--- src/rtl/instr_encoder_queue.sv ---
`default_nettype none
// ============================================================================
// Module  : instr_encoder_queue
// Brief   : Encodes field-level RV32I requests and queues them for decode.
// Revision: 1.0
// ============================================================================
module instr_encoder_queue #(
  parameter int DEPTH = 4,
  parameter int PTR_W = $clog2(DEPTH)
) (
  input  logic             clk,
  input  logic             reset,
  input  logic             req_valid,
  output logic             req_ready,
  input  logic [2:0]       req_type,
  input  logic [4:0]       req_rd,
  input  logic [4:0]       req_rs1,
  input  logic [4:0]       req_rs2,
  input  logic [2:0]       req_funct3,
  input  logic [6:0]       req_funct7,
  input  logic [12:0]      req_imm,
  output logic             instr_valid,
  input  logic             instr_ready,
  output logic [31:0]      instruction_code,
  output logic             err,
  output logic [PTR_W:0]   count
);

  localparam logic [2:0]     c_T_R     = 3'd0;
  localparam logic [2:0]     c_T_IALU  = 3'd1;
  localparam logic [2:0]     c_T_LOAD  = 3'd2;
  localparam logic [2:0]     c_T_STORE = 3'd3;
  localparam logic [2:0]     c_T_BEQ   = 3'd4;
  localparam logic [PTR_W:0] c_FULL    = (PTR_W+1)'(DEPTH);

  logic [31:0]      r_mem [DEPTH];
  logic [PTR_W-1:0] r_wr_ptr;
  logic [PTR_W-1:0] r_rd_ptr;
  logic [PTR_W:0]   r_count;
  logic [31:0]      r_code;
  logic             r_err;

  logic             w_legal;
  logic             w_accept;
  logic             w_enq;
  logic             w_pop;
  logic [31:0]      w_enc;
  logic [PTR_W-1:0] w_rd_nxt;
  logic [PTR_W:0]   w_count_nxt;
  logic [31:0]      w_code_nxt;

  assign req_ready        = (r_count != c_FULL);
  assign instr_valid      = (r_count != '0);
  assign instruction_code = r_code;
  assign err              = r_err;
  assign count            = r_count;

  assign w_legal  = (req_type <= c_T_BEQ);
  assign w_accept = req_valid && req_ready;
  assign w_enq    = w_accept && w_legal;
  assign w_pop    = instr_valid && instr_ready;
  assign w_rd_nxt = r_rd_ptr + PTR_W'(w_pop);

  always_comb begin
    w_enc = 32'h0;
    case (req_type)
      c_T_R:     w_enc = {req_funct7, req_rs2, req_rs1, req_funct3, req_rd, 7'b0110011};
      c_T_IALU:  w_enc = {req_imm[11:0], req_rs1, req_funct3, req_rd, 7'b0010011};
      c_T_LOAD:  w_enc = {req_imm[11:0], req_rs1, req_funct3, req_rd, 7'b0000011};
      c_T_STORE: w_enc = {req_imm[11:5], req_rs2, req_rs1, req_funct3, req_imm[4:0], 7'b0100011};
      c_T_BEQ:   w_enc = {req_imm[12], req_imm[10:5], req_rs2, req_rs1, 3'b000,
                          req_imm[4:1], req_imm[11], 7'b1100011};
      default:   w_enc = 32'h0;
    endcase
  end

  always_comb begin
    w_count_nxt = r_count;
    case ({w_enq, w_pop})
      2'b10:   w_count_nxt = r_count + 1'b1;
      2'b01:   w_count_nxt = r_count - 1'b1;
      default: w_count_nxt = r_count;
    endcase
  end

  // The head register tracks the next entry; a slot written this cycle is not
  // yet in r_mem, so take it straight from the encoder. Empty holds last value.
  always_comb begin
    w_code_nxt = r_code;
    if (w_count_nxt != '0) begin
      if (w_enq && (r_wr_ptr == w_rd_nxt)) begin
        w_code_nxt = w_enc;
      end else begin
        w_code_nxt = r_mem[w_rd_nxt];
      end
    end
  end

  always_ff @(posedge clk) begin
    if (w_enq && !reset) begin
      r_mem[r_wr_ptr] <= w_enc;
    end
  end

  always_ff @(posedge clk) begin
    if (reset) begin
      r_wr_ptr <= '0;
      r_rd_ptr <= '0;
      r_count  <= '0;
      r_code   <= 32'h0;
      r_err    <= 1'b0;
    end else begin
      if (w_enq) begin
        r_wr_ptr <= r_wr_ptr + 1'b1;
      end
      r_rd_ptr <= w_rd_nxt;
      r_count  <= w_count_nxt;
      r_code   <= w_code_nxt;
      r_err    <= w_accept && !w_legal;
    end
  end

endmodule
`default_nettype wire
--- config.mk ---
export PLATFORM = sky130hd
export DESIGN_NAME = instr_encoder_queue
export DESIGN_NICKNAME = d
export VERILOG_FILES = /design/src/rtl/instr_encoder_queue.sv
export SDC_FILE = /design/constraint.sdc
export NUM_CORES = 1
export LEC_CHECK = 0
export CORE_ASPECT_RATIO = 1.4
export CORE_MARGIN = 4
export CORE_UTILIZATION = 50
export DETAILED_ROUTE_END_ITERATION = 10
export PLACE_DENSITY = 0.74
export SLEW_MARGIN = 20
export SYNTH_ARGS = -nofsm -noshare
export SYNTH_HDL_FRONTEND = slang
export SYNTH_SLANG_ARGS = --single-unit
--- constraint.sdc ---
create_clock -name clk -period 3.1 [get_ports clk]
set_input_delay 0.31 -clock clk [delete_from_list [all_inputs] [get_ports clk]]
set_output_delay 0.31 -clock clk [all_outputs]
set_load 0.005 [all_outputs]
[After elaboration in Yosys (flattened, before gate mapping)]
Memories as Yosys holds them, arrays and structs flattened. A register that Yosys moved wholly into a read port is not among the register bits.
Cells that the tools add are included.
Word-level totals
  RAM bits: 128
  register bits after elaboration: 8
  word-level logic and storage cells: 31
  output and inout bits: 38
  input bits: 45
  memories kept: 1
Operators by class
  equal/unequal tests: 7
  order comparisons: 1
  add/subtract/negate cells: 4
  reductions and logical operators: 10
  multiplexer cells: 4
Memories
  r_mem: words 4, bits a word 32, read ports 1, clocked after Yosys merged registers in 1, write ports 1, RTL line 36  | logic [31:0] r_mem [DEPTH];
Operator list (count)
  one-hot mux 32 bit (5 select lines): 1
  == test 3 x 2 -> 1 bit, second input constant: 2
  one-hot mux 3 bit (2 select lines): 1
  nonzero test 3 bit: 2
  logical AND 1 bit: 5
  adder 3 x 1 -> 3 bit, second input constant: 1
  == test 3 x 1 -> 1 bit, second input constant: 1
  == test 3 bit, second input constant: 1
  <= comparator 3 bit, second input constant: 1
  logical NOT 3 bit: 1
  inequality test 3 bit, second input constant: 1
  subtractor 3 x 1 -> 3 bit, second input constant: 1
  adder 2 x 1 -> 2 bit: 1
  adder 2 x 1 -> 2 bit, second input constant: 1
  == test 2 x 1 -> 1 bit, second input constant: 1
  == test 2 bit, second input constant: 1
  logical NOT 1 bit: 2
  two-way mux 1 bit: 2

[Depth between registers and ports, before layout]
  depth after elaboration: 6
  gate-level depth with buffers: 14
  mapped depth without buffers: 11

[Worst setup path after synthesis]
No wires, ideal clock.
  kind: reg-to-reg
  start point: register r_count[2] (netlist: count[2])
  end point: register r_code[21] (netlist: instruction_code[21]), read port of r_mem
  required time: 2953 ps
  arrival: 2934 ps
  clock period less this slack: 3081 ps
  setup time: 147 ps
  stages on the path, launching flop included: 14
  buffers on the path: 3
  setup slack: 19 ps
  path through: dfxtp_1 or3b_4 and3_4 buf_6 inv_1 ha_1 inv_1 fa_1 xor2_1 xor2_1 a32oi_1 buf_2 buf_2 a311oi_2
Between the ends
  cells in the longest elaborated chain, start to end: 6
  elaborated cells on any way between the ends: 12
  those cells by class: add/sub: 3; eq/ne: 3; mux: 1; reduce/logical: 5
RTL lines
  start: declaration: RTL line 39  | logic [PTR_W:0] r_count;
  start signal: assignment: RTL line 117  | r_count <= w_count_nxt;
  inequality test 3 bit *: RTL line 52  | assign req_ready = (r_count != c_FULL);
  net req_ready: RTL line 14  | output logic req_ready,
  logical AND 1 bit *: RTL line 59  | assign w_accept = req_valid && req_ready;
  logical AND 1 bit *: RTL line 60  | assign w_enq = w_accept && w_legal;
  == test 2 x 1 -> 1 bit or == test 2 bit (tied branches): RTL line 79  | case ({w_enq, w_pop})
  one-hot mux 3 bit (2 select lines) *: RTL line 79
  nonzero test 3 bit *: RTL line 90  | if (w_count_nxt != '0) begin
  end: declaration: RTL line 40  | logic [31:0] r_code;
Mark *: on every way through the listed nets, which the timed path passes. The rest lies on a longest branch.
A chain may end at the register's enable or synchronous reset.

[Worst setup path after layout]
  start point: register r_count[1] (netlist: count[1])
  end point: register r_code[18] (netlist: instruction_code[18]), read port of r_mem
Between the ends
  cells in the longest elaborated chain, start to end: 6
  elaborated cells on any way between the ends: 12
  those cells by class: add/sub: 3; eq/ne: 3; mux: 1; reduce/logical: 5
RTL lines (RTL line)
  inequality test 3 bit: 52
  logical AND 1 bit: 59
  logical AND 1 bit: 60
  == test 2 x 1 -> 1 bit or == test 2 bit (tied branches): 79
  one-hot mux 3 bit (2 select lines): 79
  nonzero test 3 bit: 90
Parallel ways exist; a longest one is shown, timed or not.

==> results.ini <==
[outcome]
status = finished clean

[synth]
avgSynthCellArea_sq_um = 14.7
synth_top_area_cell = edfxtp_1
synth_seq_area_share_pct = 63.0
synth_edf_count = 116
synthesis.area_sq_um = 6700
postSynth.asyncResetShare_pct = 0
synthDistinctLibCells = 47
synth_cells = 455
synthTopCellsByArea = edfxtp_1 52%, dfxtp_1 11%, mux4_2 9.7%
synth_top_cells_by_count = 116 x edfxtp_1, 52 x nand2_1, 37 x dfxtp_1
synth_top_area_share_pct = 52.0
ys.flop_type = edfxtp_1
ys_warn_count = 0
synth_seq_cells = 153
synthMostInstantiatedCell = edfxtp_1

[global_route]
overflow = 0
grt_usage_pct = 19.7
grt_pass1_vias = 4364
grt_pass1_wl_microns = 23100
grt_antenna_before_repair = 0
grt_max_degree = 47

[layout]
drive_gt1_share_pct = 23.9
fin_nets = 603
fill_cells = 947
fin_util_pct = 65.3
design_area_sq_um = 8490
antennaDiodeCount = 0
synthToLayoutAreaGrowth_pct = 26.6
final_cell_count_no_fill = 742

[place]
gp_congestion = 0.776
dp_cells = 707
io_buffers = 80
hpwl_microns = 9310
dpl_cell_area_sq_um = 7790

[worst_setup_path]
r2r-end = instruction_code[18]
worst_setup_path_start_kind = flip-flop
max_stage_delay_ns = 0.40
r2r_slack_ns = 0.11
cp_cell_sequence = or3b_4, and3_4, inv_1, ha_1, inv_1, fa_1, xor2_2, xor2_2, a32oi_4, buf_12, clkbuf_16, nor2_1, a311oi_2
r2r_cells = 13
startpoint = count[1]
critPathKind = flip-flop to flip-flop
cp_num_buf_inv = 4
arrival_ns = 3.32
r2r_start = count[1]
end_kind = flip-flop
critical-path-top-delay-family = simple AND/OR/NAND/NOR gates
critPathMaxFanout = 23
endpoint = instruction_code[18]
required_ns = 3.43
worstSetupPathDepth = 13
crit_slowest_cell = or3b_4

[clocking]
numCtsBuffers = 17
cts_tree = done
cts_sinks = 153
cts_max_level = 4
ctsHoldBuffers = 0
clock_path_buffers = 2
clk-insertion-delay-late_ns = 0.42
ctsRootBufferMaster = clkbuf_16
path_clk_slew_ns = 0.06

[floorplanning]
core.rowCount = 49
die_area_sq_um = 15400
start_util_pct = 51.6
die_w_microns = 106
core_sq_um = 13000
ioPinCount = 83
die_y_microns = 145

[detailed_routing]
vias_per_cell = 5.75
drt-pass1-iter-count = 4
drt-total-wl_microns = 15200
drt_iter0_drc = 334
ant_nets = 0
drc = 0
route.detailed.wl_per_inst_microns = 20.5
dr_total_vias = 4264

[timing]
worst_clock_skew_ns = 0.00700
finalSetupViolCount = 0
final.setup.tns_ns = 0
holdWs_ns = 0.355
period_share_pct = 96.4
maxSlewViolCount = 0
finalCriticalPeriod_ns = 2.99
hold_viol_final = 0
relSlewSlack_pct = 48.3
fmax_ghz = 0.335
worstMarginPinSlew_ns = 0.768

[power]
leakage_nw = 2.89
power.switching_mw = 2.48
p_int_mw = 5.31
combPwrFrac_pct = 41.2
max-vdd-ir-drop_uv = 533
switching_share_pct = 31.9
clock_power_share_pct = 25.7
pwr_density_cell_nw_per_um2 = 918
p_seq_share_pct = 33.2

[job]
maxCapViolations = 0

[min_path]
hold_class = input pin to flip-flop

==> power groups by stage <==
stage | logic [mW] | clock network, mW | registers (mW)
2_1_floorplan | 1.94 | 0 | 2.62
3_3_place_gp | 2.80 | 0 | 2.62
3_5_place_dp | 2.88 | 0 | 2.63
4_1_cts | 2.91 | 2.02 | 2.59
5_1_grt | 3.46 | 2.12 | 2.61
6_report | 3.20 | 2.00 | 2.58
==> layout make-up <==
| class | count | area, sq um | share of cell area [%] |
|---|---|---|---|
| multi-input cells | 255 | 2300 | 27.1 |
| well taps | 178 | 223 | 2.62 |
| flip-flops and latches | 153 | 4220 | 49.8 |
| clock buffers | 19 | 433 | 5.10 |
| repair buffers | 112 | 1110 | 13.1 |
| clock inverters | 13 | 146 | 1.73 |
| inverters | 12 | 45.0 | 0.531 |
==> worst register-to-register path, stage by stage, from the launching register on <==
cell and delay (ns):
dfxtp_1 0.33, or3b_4 0.40, and3_4 0.19, inv_1 0.08
ha_1 0.21, inv_1 0.07, fa_1 0.40, xor2_2 0.18
xor2_2 0.16, a32oi_4 0.21, buf_12 0.16, clkbuf_16 0.22
nor2_1 0.07, a311oi_2 0.21
==> stage by stage <==
step	setup WS, ns	power (mW)
final	0.111	7.79
after global placement	0.0104	5.42
after CTS	0.0589	7.52
after global routing	-0.000131	8.19
after detailed placement	-0.129	5.51
after floorplan	0.0193	4.55
==> how the worst min path moves through the flow <==
stage                     depth (start not counted)  slack [ns]                    to                  from
after floorplan                                   2        0.43                   err             req_valid
after global placement                            2        0.49   instruction_code[5]   instruction_code[5]
after detailed placement                          2        0.50  instruction_code[10]  instruction_code[10]
after CTS                                         2        0.33           r_rd_ptr[0]                 reset
after global routing                              2        0.36           r_wr_ptr[0]                 reset
final                                             2        0.36           r_rd_ptr[0]                 reset
==> kinds of logic after synthesis <==
| group | after synthesis | share of synthesized area, % |
|---|---|---|
| muxes | 40 | 11.4 |
| buffers and inverters | 48 | 3.90 |
| adders and majority gates | 7 | 1.42 |
| DFF | 153 | 63.0 |
| AOI/OAI and AO/OA | 64 | 9.48 |
| xor gates and xnor gates | 7 | 1.14 |
| other | 1 | 0.0559 |
| and+or+nand+nor | 135 | 9.61 |
==> state kept, by name, summed over array words and instances, names as in the netlist <==
register,flops
err,1
r_wr_ptr,2
r_rd_ptr,2
count,3
r_mem,116
instruction_code,29
==> routing by layer <==
layer	vias to the layer above	global-route usage, %	routed length, microns
met2	168	33.4	8080
met3	26	4.89	927
met5	-	0	0
met4	0	7.91	325
li1	1916	-	-
met1	2154	24.1	5840
==> timing repair <==
action,in CTS,in global routing
hold endpoints to repair,0,0
endpoints found under the setup margin,0,19
gates resized for setup,0,7
setup buffers,0,1
==> cells in the final DEF, fill, tap and decap left out, drive strengths merged, types with 2 or more instances in the layout <==
master	n
clkinvlp	8
nand2	61
a311o	4
bufinv	2
clkbuf	21
dfxtp	37
o21ai	13
xor2	5
nor3b	4
mux2i	11
nor3	3
a21oi	2
nor2	35
a32oi	6
a311oi	27
mux4	29
buf	31
nand3	7
inv	15
nor2b	8
ha	6
edfxtp	116
or3	2
clkdlybuf4s50	79
conb	2
a211oi	7
and2	11
No activity file was read; power rests on OpenSTA's default activity.
